`src/rtl/shared_incr_scheduler.sv`:
```
// Round-robin scheduler sharing one a+1 datapath across N_REQ requesters; `SHARED_INCR_SATURATE_EN makes each pass saturate.
// Latency: accept cycle T, resp_valid at T+2 (add_one) or T+3 (add_two); one op in flight.
// Backpressure: result held in RESP until resp_ready; req_ready only asserted in IDLE.
module shared_incr_scheduler #(
    parameter int N_REQ = 4,
    parameter int WIDTH = 8,
    parameter int ID_W  = $clog2(N_REQ)
) (
    input  logic                   clock,
    input  logic                   reset,
    input  logic [N_REQ-1:0]       req_valid,
    input  logic [N_REQ-1:0]       req_op,
    input  logic [N_REQ*WIDTH-1:0] req_a,
    output logic [N_REQ-1:0]       req_ready,
    output logic                   resp_valid,
    input  logic                   resp_ready,
    output logic [ID_W-1:0]        resp_id,
    output logic [WIDTH-1:0]       resp_data,
    output logic                   busy
);

    typedef enum logic [1:0] {IDLE, PASS1, PASS2, RESP} state_t;

    state_t            state_q, state_d;
    logic [WIDTH-1:0]  acc_q, acc_d;
    logic              op_q, op_d;
    logic [ID_W-1:0]   id_q, id_d;
    logic [ID_W-1:0]   last_grant_q, last_grant_d;

    logic              grant_vld;
    logic [ID_W-1:0]   grant_id;
    logic [WIDTH-1:0]  a_arr [N_REQ];

    for (genvar i = 0; i < N_REQ; i++) begin : g_unpack
        assign a_arr[i] = req_a[i*WIDTH +: WIDTH];
    end

    function automatic logic [WIDTH-1:0] incr(input logic [WIDTH-1:0] v);
`ifdef SHARED_INCR_SATURATE_EN
        return (&v) ? v : v + WIDTH'(1);
`else
        return v + WIDTH'(1);
`endif
    endfunction

    // Scan from last_grant+N_REQ down to last_grant+1 so the closest requester wins last.
    always_comb begin
        logic [ID_W-1:0] idx;
        grant_vld = 1'b0;
        grant_id  = '0;
        idx       = '0;
        for (int k = N_REQ; k >= 1; k--) begin
            idx = ID_W'((int'(last_grant_q) + k) % N_REQ);
            if (req_valid[idx]) begin
                grant_vld = 1'b1;
                grant_id  = idx;
            end
        end
    end

    always_comb begin
        state_d      = state_q;
        acc_d        = acc_q;
        op_d         = op_q;
        id_d         = id_q;
        last_grant_d = last_grant_q;
        case (state_q)
            IDLE: begin
                if (grant_vld) begin
                    acc_d        = a_arr[grant_id];
                    op_d         = req_op[grant_id];
                    id_d         = grant_id;
                    last_grant_d = grant_id;
                    state_d      = PASS1;
                end
            end
            PASS1: begin
                acc_d   = incr(acc_q);
                state_d = op_q ? PASS2 : RESP;
            end
            PASS2: begin
                acc_d   = incr(acc_q);
                state_d = RESP;
            end
            RESP: begin
                if (resp_ready) begin
                    state_d = IDLE;
                end
            end
        endcase
    end

    always_ff @(posedge clock) begin
        if (reset) begin
            state_q      <= IDLE;
            acc_q        <= '0;
            op_q         <= 1'b0;
            id_q         <= '0;
            last_grant_q <= ID_W'(N_REQ - 1);
        end else begin
            state_q      <= state_d;
            acc_q        <= acc_d;
            op_q         <= op_d;
            id_q         <= id_d;
            last_grant_q <= last_grant_d;
        end
    end

    always_comb begin
        req_ready  = '0;
        resp_valid = 1'b0;
        resp_id    = '0;
        resp_data  = '0;
        busy       = (state_q != IDLE);
        if (state_q == IDLE && grant_vld) begin
            req_ready[grant_id] = 1'b1;
        end
        if (state_q == RESP) begin
            resp_valid = 1'b1;
            resp_id    = id_q;
            resp_data  = acc_q;
        end
    end

endmodule
```
`config.mk`:
```
export PLATFORM = sky130hd
export DESIGN_NAME = shared_incr_scheduler
export DESIGN_NICKNAME = d
export VERILOG_FILES = /design/src/rtl/shared_incr_scheduler.sv
export SDC_FILE = /design/constraint.sdc
export NUM_CORES = 1
export LEC_CHECK = 0
export CAP_MARGIN = 20
export CORE_ASPECT_RATIO = 1.75
export CORE_MARGIN = 2
export CORE_UTILIZATION = 30
export CTS_BUF_LIST = sky130_fd_sc_hd__clkbuf_4 sky130_fd_sc_hd__clkbuf_8
export CTS_CLUSTER_DIAMETER = 80
export DETAILED_ROUTE_END_ITERATION = 7
export HOLD_SLACK_MARGIN = 0.1
export PLACE_DENSITY_LB_ADDON = 0.1
export SETUP_SLACK_MARGIN = 0.15
export SLEW_MARGIN = 15
export SYNTH_ARGS = -nofsm -noshare
export SYNTH_HDL_FRONTEND = slang
export SYNTH_SLANG_ARGS = --single-unit
```
`constraint.sdc`:
```
create_clock -name clock -period 5.1 [get_ports clock]
set_clock_uncertainty 0.1 [all_clocks]
set_input_delay 1.02 -clock clock [delete_from_list [all_inputs] [get_ports clock]]
set_output_delay 1.02 -clock clock [all_outputs]
set_load 0.01 [all_outputs]
```
After elaboration in Yosys (flattened, before gate mapping)
Index checks and enable logic that the tools add are counted.

Eq/ne operators: 5. Bitwise gates (word level): 1. $lt $le $gt $ge: 7. Muxes and demuxes: 33. Reductions and logical operators: 9. Add/subtract/negate cells: 5.

Operators with widths (count): $mux 8 (4); $bmux 8 s2 (1); $pmux 8 s2 (1); $lt 2x3->1 const B (5); $mux 2 (7); $mux 1 (12); $bmux 1 s2 (5); $add 8x1->8 const B (1); $pmux 2 s4 (1); $reduce_and 2->1 (3); $add 2x1->2 const B (2); $add 2x2->2 const B (2); $eq 2x2->1 const B (2); $mux 4 (1); $ne 2x2->1 const B (2); $reduce_bool 2->1 (2); $ge 3x3->1 const B (1); $not 2->3 (1); $demux 1 s2 (1); $eq 2x1->1 const B (1); $ge 2x1->1 const B (1); $logic_and 1x1->1 (2); $logic_not 2->1 (1); $reduce_or 2->1 (1).

Input bits: 43. Output and inout bits: 16. Flip-flop bits (word level): 15.

Logic depth before layout (Yosys ltp)
Gate-level depths: netlist (run 1).

Word-level depth: 13. Depth in mapped cells: 8.

Least setup slack after synthesis (run 1)
Ideal clock, no wire load.

Path type: input port to output port. Start point: in req_valid[2]. End point: out req_ready[1]. Arrival: 2245 ps. Data required time: 3980 ps. Stages on the path: 6. Buffers on the path: 2. Path slack: 1735 ps. Path through: nand2b_1 > a21boi_2 > o221ai_2 > buf_6 > clkbuf_8 > nor3b_1.

Longest elaborated chain between the ends: 11. Elaborated cells between the ends (all ways): 23. Classes of those cells: order compare (2); mux (19); reduce/logical (2).

RTL lines: start, declared (RTL line 11) `input logic [N_REQ-1:0] req_valid,`; $bmux 1 s2 (RTL line 54) `if (req_valid[idx]) begin`; $mux 1 (implied by the code) (RTL line 54); $mux 2 (4 in series) (RTL line 54); $lt 2x3->1 (implied by the code) / $ge 2x1->1 (equally long branches) (RTL line 116) `req_ready[grant_id] = 1'b1;`; $logic_and 1x1->1 (implied by the code) (RTL line 116); $mux 1 (implied by the code) (RTL line 116); $demux 1 s2 (RTL line 116); $mux 4 (*) (RTL line 115) `if (state_q == IDLE && grant_vld) begin`; end, declared (RTL line 14) `output logic [N_REQ-1:0] req_ready,`.

Mark *: on every way between the ends. The rest lies on a longest branch, timed or not. The select of a mux whose other input is x is not followed.

Final worst setup path (run 1)
Same ends and word-level chain as after synthesis.

==> impl_results.md, run 1 <==
* Startpoint Class: input port
* IO Port Bufs at 58
* Post-DP HPWL at 3.29 mm
* Starting Density at 0.311
* DRT antenna net count at 0
* Tot Pwr at 831 uW
* Crit path DAT at 3.05 ns
* Layout cells sized above 1 at 0.0963
* Seq cells post-synth at 15
* Worst EP required at 3.98 ns
* Tcrit/Tclk final at 0.817
* Largest net degree at the start of global routing at 16
* Number of global-route vias before repair at 1,485
* Slew @ Worst Pin at 0.589 ns
* Library cells used by synthesis at 40
* Internal Power at 461 uW
* Global-route wire length before repair at 6.50 mm
* Max stage delay on crit path at 0.57 ns
* Final min period at 4.17 ns
* Number of buffers created by CTS at 3
* Drt wl/cell at 15.1 um
* Post-Route WL at 4.04 mm
* Deepest clock path buffer count at 2
* Area Growth Syn to Fin at 50.0%
* Synth Flop Type: dfxtp_1
* Drt initial violations at 22
* Latest clock arrival within the worst-skew pair at 0.25 ns
* Setup CP Type: in2out
* Initial antenna violation count at 0
* H-Tree Depth at 1
* Seq pwr share at 0.259
* Clk root buf: clkbuf_8
* Status: completed
* MaxCap Viol Count at 0
* Overflow after GRT at 0
* Critical Path Sink Type: primary output
* Worst rel slew slack at 0.603
* Sw frac at 0.445
* IO Pins at 59
* Syn_nets at 210
* Final slew viol count at 0
* Final setup viols at 0
* Clk pwr share at 0.116
* FP Rows at 31
* Post-CTS Setup Inserts at 0
* Placer Congestion at 0.807
* Vias post-DR at 1,390
* Yosys warning total at 0
* Residual DRC count at 0
* Vias per std cell at 5.21
* First-pass iteration count of the detailed router at 4
* Cell Chain, Critical Path: clkdlybuf4s50_1 -> nand2b_1 -> a21boi_2 -> o221ai_2 -> nor3b_1 -> clkdlybuf4s50_1
* Post-cts sizing count at 0
* Async SR Flop Fraction at 0
* RSZ-0062 raised after global routing: no
* Clock slew at reported path FFs at 0.07 ns
* Hold Violations, Final at 0
* Hold buffer count at cts at 0
* Sw Pwr at 370 uW
* Most frequent CP cell: clkdlybuf4s50_1
* Mapped cell area at 1280 um2
* Cell Pwr Density at 433 nW/um2
* Die Width at 53.4 um
* Core ar. at 4110 um2
* Setup_tns at 0 ns
* Max IR drop VDD at 0.306 mV
* Crit-path slowest cell: clkdlybuf4s50_1
* Avg Inst Size Synth at 7.90 um2
* Post-Syn Instances at 162
* Final nets at 267
* Logic pwr share at 0.625
* TritonCTS clock tree: built
* Diodes inserted at 0
* Register area share after synthesis at 0.235
* CTS Sinks at 15
* Total Routing Usage GR at 0.176
* Hold/Removal Path Class: reg2reg
* Max FO, Critical Path at 9
* Post-synth EDFFs at 0
* Die height at 90.4 um
* P_leak at 0.736 nW
* Total die area at 4830 um2
* Fmax at 0.240 GHz
==> worst max-delay path, delay by kind of cell <==
kind,cells,cell delay (ns)
buffers and inverters,2,1.04
AO/OA/AOI/OAI,2,0.55
AND/OR/NAND/NOR,2,0.44
==> power groups by stage <==
stage / clock (mW) / combinational, mW / sequential, mW
after floorplan: 0 / 0.378 / 0.201
after global placement: 0 / 0.514 / 0.214
after detailed placement: 0 / 0.524 / 0.217
after CTS: 0.101 / 0.527 / 0.214
after global routing: 0.107 / 0.577 / 0.223
final: 0.0964 / 0.520 / 0.215
==> area by class of cell <==
cell class,count,area [um2]
repair buffers,59,588
well taps,49,61.3
multi-input cells,132,895
flip-flops and latches,15,300
clock buffers,3,41.3
clock inverters,1,5.00
inverters,8,30.0
fillers,448,2190
==> cell usage in the layout, fill, tap and decap left out, types with 2 or more instances in the layout <==
cell type        Yosys  routed
clkdlybuf4s50_1      0      58
a21oi_1             18      18
nand2_1             16      16
dfxtp_1             15      15
and2_1              13      13
nor2_1              11      11
mux2_2              10      10
o21ai_0              9       9
inv_1                8       8
mux2i_1              6       6
a22oi_1              5       5
ha_1                 5       5
a31oi_1              3       3
nor3_1               3       3
a221oi_1             3       3
or3_1                3       3
nand3_1              3       3
a221o_1              3       3
clkbuf_8             2       3
nand2b_1             2       2
xnor2_1              2       2
==> per-stage QoR <==
step	hold slack, ns	cells	util	area, um2	setup WS (ns)
after global routing	0.398	267	0.467	1920	0.814
after detailed placement	0.362	263	0.456	1870	0.928
after floorplan	0.336	162	-	1280	1.73
final	0.372	267	0.467	1920	0.931
after CTS	0.372	267	0.467	1920	0.925
after global placement	0.353	263	0.456	1870	1.01
==> routing by layer <==
| layer | global-route usage | routed length, um |
|---|---|---|
| met5 | 0 | 0 |
| met4 | 0.0641 | 91 |
| met3 | 0.0166 | 131 |
| met2 | 0.354 | 2400 |
| met1 | 0.165 | 1420 |
==> registers in the layout, indices dropped and copies added (netlist names) <==
name          count
id_q              2
acc_q             8
last_grant_q      2
op_q              1
state_q           2
==> cell usage after synthesis (5+ instances only) <==
| cell type | instances | share of area |
|---|---|---|
| nor2_1 | 11 | 0.032 |
| and2_1 | 13 | 0.064 |
| dfxtp_1 | 15 | 0.23 |
| a22oi_1 | 5 | 0.029 |
| o21ai_0 | 9 | 0.035 |
| mux2i_1 | 6 | 0.047 |
| mux2_2 | 10 | 0.088 |
| a21oi_1 | 18 | 0.070 |
| nand2_1 | 16 | 0.047 |
| inv_1 | 8 | 0.023 |
| ha_1 | 5 | 0.049 |
==> path summary, 6_finish.rpt <==
path,start,endpoint,slack (ns),depth (start not counted)
max,req_valid[2],req_ready[1],0.93,6
min,op_q$_SDFFE_PP0P_,op_q$_SDFFE_PP0P_,0.37,2
max reg2reg,last_grant_q[1]$_SDFFE_PP1P_,acc_q[3]$_SDFFE_PP0P_,2.75,7
min reg2reg,op_q$_SDFFE_PP0P_,op_q$_SDFFE_PP0P_,0.37,2
==> logic make-up after synthesis <==
family | synth area share
buf+inv | 0.0665
mux | 0.135
simple gates | 0.231
flops | 0.235
compound gates | 0.264
fa+ha+maj | 0.0489
xor+xnor | 0.0205
No activity file was read; power rests on OpenSTA's default activity.
==> run 2, diff against run 1 <==
==> constraint.sdc (replaced) <==
create_clock -name clock -period 3.7 [get_ports clock]
set_clock_uncertainty 0.1 [all_clocks]
set_input_delay 0.74 -clock clock [delete_from_list [all_inputs] [get_ports clock]]
set_output_delay 0.74 -clock clock [all_outputs]
set_load 0.01 [all_outputs]
==> run 2 against run 1 <==
Against the previous run: utilization rose by 1.8 points; wire length rose by 0.72%; setup slack got worse by 0.71 ns; via count rose by 3.4%; final cell count rose by 1.9%; largest cell class unchanged.
==> impl_results.md, run 2 (synthesized netlist as in run 1, its figures left out) <==
* Layout cells sized above 1 at 0.130 (+0.0337)
* Fmax at 0.287 GHz
* Starting Density at 0.311 (unchanged)
* Place WS at 0.103 ns (-0.825 ns)
* DRT antenna net count at 0 (unchanged)
* RSZ-0062 raised after global routing: yes
* Tot Pwr at 1.19 mW (+44%)
* Largest net degree at the start of global routing at 16 (unchanged)
* Number of global-route vias before repair at 1,481 (-0.27%)
* Core ar. at 4110 um2 (unchanged)
* Status: completed
* Total Routing Usage GR at 0.176 (+0.000284)
* Clk root buf: clkbuf_8
* Vias post-DR at 1,437 (+3.4%)
* Die height at 90.4 um (unchanged)
* Hold/Removal Path Class: reg2reg
* Deepest clock path buffer count at 2 (unchanged)
* Inst Count DP at 266 (+1.1%)
* Die Width at 53.4 um (unchanged)
* Final Non-Filler Cells at 272 (+1.9%)
* Number of buffers created by CTS at 3 (unchanged)
* H-Tree Depth at 1 (unchanged)
* Worst rel slew slack at 0.645 (+0.0415)
* Worst EP required at 2.86 ns (-1.12 ns)
* R2R Setup Slk at 1.44 ns (-1.31 ns)
* Post-DP HPWL at 3.33 mm (+1.3%)
* Total die area at 4830 um2 (unchanged)
* Largest register FFs at 8 (unchanged)
* Global-route wire length before repair at 6.45 mm (-0.74%)
* Critical Path Sink Type: primary output
* Most frequent cells in the layout: clkdlybuf4s50_1 (54), a21oi_1 (18), nand2_1 (16), dfxtp_1 (15), and2_1 (13)
* Slew @ Worst Pin at 0.531 ns (-0.0585 ns)
* Largest Register: acc_q
* Residual DRC count at 0 (unchanged)
* Drt wl/cell at 15.0 um (-1.1%)
* IO Pins at 59 (unchanged)
* Hold Violations, Final at 0 (unchanged)
* Max IR drop VDD at 0.396 mV (+29%)
* Final setup viols at 0 (unchanged)
* Final slew viol count at 0 (unchanged)
* FP Rows at 31 (unchanged)
* Area Growth Syn to Fin at 55.9%
* Latest clock arrival within the worst-skew pair at 0.24 ns (about the same)
* Cell Pwr Density at 598 nW/um2 (+38%)
* MaxCap Viol Count at 0 (unchanged)
* Diodes inserted at 0 (unchanged)
* Final nets at 272 (+1.9%)
* TritonCTS clock tree: built
* Crit path DAT at 2.64 ns (-0.41 ns)
* Placer Congestion at 0.818 (+1.4%)
* Fin worst setup slack at 0.220 ns (-0.712 ns)
* First-pass iteration count of the detailed router at 4 (unchanged)
* CTS Sinks at 15 (unchanged)
* Setup_tns at 0 ns (unchanged)
* Clock slew at reported path FFs at 0.06 ns (about the same)
* Tcrit/Tclk final at 0.941
* Drt initial violations at 29 (+32%)
* P_leak at 0.816 nW (+11%)
* Initial antenna violation count at 0 (unchanged)
* IO Port Bufs at 58 (unchanged)
* Overflow after GRT at 0 (unchanged)
* Setup CP Type: in2out
* Vias per std cell at 5.28 (+1.5%)
* Final min period at 3.48 ns
* Commonest non-fill, non-tap cell in the layout: clkdlybuf4s50_1
* Post-Route WL at 4.07 mm (+0.72%)
* Max FO, Critical Path at 8 (-1)
* Startpoint Class: input port
[run 2: cell types whose count changed in the layout (fill, tap and decap cells not counted), sizes merged]
| cell | delta |
|---|---|
| clkinv | -1 |
| clkdlybuf4s50 | -4 |
| dlymetal6s2s | +4 |
| clkbuf | +1 |
| buf | +5 |
[run 2: worst max-delay path, cell delays in order]
cell and delay, ns:
clkdlybuf4s50_1 0.46, nand2b_1 0.22, a21boi_2 0.19, o221ai_4 0.25, nor3b_2 0.22, clkdlybuf4s50_1 0.56
[run 2: area by class of cell]
cell class	instances	area [um2]
tap	49	61.3
clock buffer	4	48.8
sequential	15	300
multi-input combinational	132	920
fill	450	2120
timing repair buffer	64	636
inverter	8	30.0
[run 2: worst paths after layout]
path                                                   start                     to  depth (start not counted)
worst min register to register             op_q$_SDFFE_PP0P_      op_q$_SDFFE_PP0P_                          2
worst max-delay path                            req_valid[2]           req_ready[1]                          6
worst min-delay path                       op_q$_SDFFE_PP0P_      op_q$_SDFFE_PP0P_                          2
worst max register to register  last_grant_q[1]$_SDFFE_PP1P_  acc_q[3]$_SDFFE_PP0P_                          7
[run 2: repair_timing]
action	4_1_cts	5_1_grt
pin swaps	0	1
setup endpoints to repair	1	4
hold endpoints to repair	0	0
resized for setup	1	7
setup buffers	0	2
hold buffers	0	0
[run 2: per-stage QoR]
stage | util | hold WS [ns] | cell area, um2
floorplan | - | 0.336 | 1280
global route | 0.485 | 0.395 | 2000
finish | 0.485 | 0.378 | 2000
detailed placement | 0.461 | 0.367 | 1900
global placement | 0.461 | 0.353 | 1900
CTS | 0.476 | 0.376 | 1960
[run 2: where the power goes]
group / internal [mW] / switching, mW / total [mW] / leakage [nW]
logic: 0.360 / 0.398 / 0.758 / 0.665
registers: 0.227 / 0.0698 / 0.297 / 0.124
clock network: 0.0835 / 0.0549 / 0.138 / 0.0262
total: 0.671 / 0.523 / 1.19 / 0.816
[run 2: metal layers]
layer | vias to the layer above | global-route usage | share of wire
met2 | 37 | 0.347 | 0.58
met5 | - | 0 | 0
met4 | 0 | 0.0791 | 0.036
li1 | 711 | - | -
met1 | 677 | 0.165 | 0.35
met3 | 12 | 0.0182 | 0.034
==> run 3, diff against run 2 <==
==> constraint.sdc (replaced) <==
create_clock -name clock -period 2.8 [get_ports clock]
set_clock_uncertainty 0.1 [all_clocks]
set_input_delay 0.56 -clock clock [delete_from_list [all_inputs] [get_ports clock]]
set_output_delay 0.56 -clock clock [all_outputs]
set_load 0.01 [all_outputs]
==> run 3 against run 2 <==
Against the previous run: design area up 5.5%; first-iteration DRC count up 6.9%; wire length up 6.1%; via count up 5.6%; setup slack better by 0.040 ns; register-to-register slack worse by 0.93 ns; critical endpoint unchanged; sequential power up 32%; utilization up 2.6 points; flip-flop and latch count unchanged; largest power group unchanged; largest cell class unchanged; clock-buffer cell count down 1.
==> impl_results.md, run 3 (synthesized netlist as in run 1, its figures left out) <==
* Status: completed
* First-pass iteration count of the detailed router at 4 (unchanged)
* Worst hold slack at 0.360 ns (-0.0174 ns)
* Die height at 90.4 um (unchanged)
* Most frequent cells in the layout: clkdlybuf4s50_1 (50), buf_4 (24), a21oi_1 (18), nand2_1 (15), dfxtp_1 (15)
* TritonCTS clock tree: built
* Tot Pwr at 1.69 mW (+42%)
* Post-layout util at 0.512 (+0.0265)
* Final nets at 290 (+6.6%)
* Total die area at 4830 um2 (unchanged)
* Post-Route WL at 4.32 mm (+6.1%)
* Design area at 2100 um2 (+5.5%)
* Largest register FFs at 8 (unchanged)
* R2r endpoint: acc_q[4]$_SDFFE_PP0P_
* Fmax at 0.394 GHz
* Post-DP HPWL at 3.57 mm (+7.1%)
* Place WS at -0.364 ns (-0.468 ns)
* IO Pins at 59 (unchanged)
* Setup CP Type: in2out
* Final slew viol count at 0 (unchanged)
* Max IR drop VDD at 0.535 mV (+35%)
* Setup_tns at 0 ns (unchanged)
* Hold Violations, Final at 0 (unchanged)
* Startpoint Class: input port
* Die Width at 53.4 um (unchanged)
* Area Growth Syn to Fin at 64.4%
* Total Routing Usage GR at 0.190 (+0.0137)
* Layout cells sized above 1 at 0.224 (+0.0940)
* DRT antenna net count at 0 (unchanged)
* Fin worst setup slack at 0.259 ns (+0.0398 ns)
* Number of buffers created by CTS at 3 (unchanged)
* Vias post-DR at 1,518 (+5.6%)
* Final setup viols at 0 (unchanged)
* Filler cell count at 448 (-0.44%)
* Latest clock arrival within the worst-skew pair at 0.24 ns (about the same)
* Max FO, Critical Path at 4 (-4)
* RSZ-0062 raised after global routing: no
* Worst R2R Start: last_grant_q[1]$_SDFFE_PP1P_
* MaxCap Viol Count at 0 (unchanged)
* R2R Setup Slk at 0.51 ns (-0.93 ns)
* GR peak layer: met2
* Drt wl/cell at 14.9 um (-0.49%)
* Slew @ Worst Pin at 0.541 ns (+0.0101 ns)
* Tcrit/Tclk final at 0.907
* Global-route wire length before repair at 7.01 mm (+8.7%)
* Largest Register: acc_q
* Inst Count DP at 281 (+5.6%)
* GR Util met1 at 0.176 (+0.0109)
* Reg2Reg Depth at 9 (+2)
* Residual DRC count at 0 (unchanged)
* Clk root buf: clkbuf_8
* Number of global-route vias before repair at 1,615 (+9.0%)
* Hold buffer count at cts at 0 (unchanged)
* Initial antenna violation count at 0 (unchanged)
* IO Port Bufs at 58 (unchanged)
* Met3 Usage GRT at 0.0232 (+0.00497)
* Hold Path End: op_q$_SDFFE_PP0P_
* Placer Congestion at 0.848 (+3.7%)
* Diodes inserted at 0 (unchanged)
* Starting Density at 0.311 (unchanged)
* Critical Path Sink Type: primary output
* Drt initial violations at 31 (+6.9%)
* Hold/Removal Path Class: reg2reg
* Worst rel slew slack at 0.638 (-0.00678)
* Worst EP required at 2.14 ns (-0.72 ns)
* Largest net degree at the start of global routing at 18 (+2)
* Cell Pwr Density at 805 nW/um2 (+35%)
* FP Rows at 31 (unchanged)
* Final Non-Filler Cells at 290 (+6.6%)
* Deepest clock path buffer count at 2 (unchanged)
* Area of placed instances at 2010 um2 (+5.9%)
* Core ar. at 4110 um2 (unchanged)
* Commonest non-fill, non-tap cell in the layout: clkdlybuf4s50_1
* CTS Sinks at 15 (unchanged)
* P_leak at 0.870 nW (+6.6%)
* Overflow after GRT at 0 (unchanged)
* Crit path DAT at 1.88 ns (-0.76 ns)
* Clock slew at reported path FFs at 0.06 ns (about the same)
* H-Tree Depth at 1 (unchanged)
* Hold depth at 2 (unchanged)
* Vias per std cell at 5.23 (-0.92%)
* Final min period at 2.54 ns
* GRT met2 Usage at 0.376 (+0.0288)
* Hold path start: op_q$_SDFFE_PP0P_
## run 3: cell count changes in the layout (fill, tap and decap cells not counted), sizes merged
cell and change:
clkdlybuf4s15 +2, clkbuf -1, clkinv +1, dlygate4sd2 +3
dlymetal6s2s -3, clkdlybuf4s50 -4, buf +20
## run 3: per-layer routing
layer  share of wire  wire length, um
met4           0.041              179
met1            0.34             1460
met2            0.58             2510
met3           0.040              172
met5               0                0
## run 3: how the worst max path moves through the flow
stage / startpoint / to / depth (start not counted) / slack (ns)
CTS: req_valid[0] / req_ready[1] / 6 / 0.15
global route: req_valid[1] / req_ready[3] / 7 / 0.16
finish: req_valid[2] / req_ready[1] / 8 / 0.26
floorplan: req_valid[2] / req_ready[1] / 6 / 0.35
global placement: req_valid[2] / req_ready[3] / 8 / -0.34
detailed placement: req_valid[3] / req_ready[3] / 7 / -0.36
## run 3: cell type report
cell class | count | area (um2) | area share
multi-input cells | 132 | 915 | 0.435
clock buffers | 3 | 41.3 | 0.0196
flip-flops and latches | 15 | 300 | 0.143
inverters | 8 | 30.0 | 0.0143
well taps | 49 | 61.3 | 0.0291
repair buffers | 82 | 752 | 0.357
clock inverters | 1 | 5.00 | 0.00238
## run 3: power by group
| part | internal, mW | switching, mW | total [mW] | leakage, nW |
|---|---|---|---|---|
| clock | 0.0984 | 0.0765 | 0.175 | 0.0255 |
| sequential | 0.300 | 0.0911 | 0.391 | 0.124 |
| combinational | 0.570 | 0.558 | 1.13 | 0.720 |
## run 3: repair_timing
| action | in CTS | in global routing |
|---|---|---|
| buffers inserted | 5 | 0 |
| hold endpoints to repair | 0 | 0 |
| pin swaps | 4 | 1 |
| gates resized for setup | 21 | 3 |
| setup endpoints to repair | 5 | 4 |
## run 3: worst max-delay path, stage by stage
cell	delay (ns)
dlygate4sd2_1	0.25
buf_4	0.14
nor2_1	0.14
a31oi_1	0.08
buf_4	0.15
and2_4	0.17
nor3b_2	0.15
clkdlybuf4s15_2	0.24
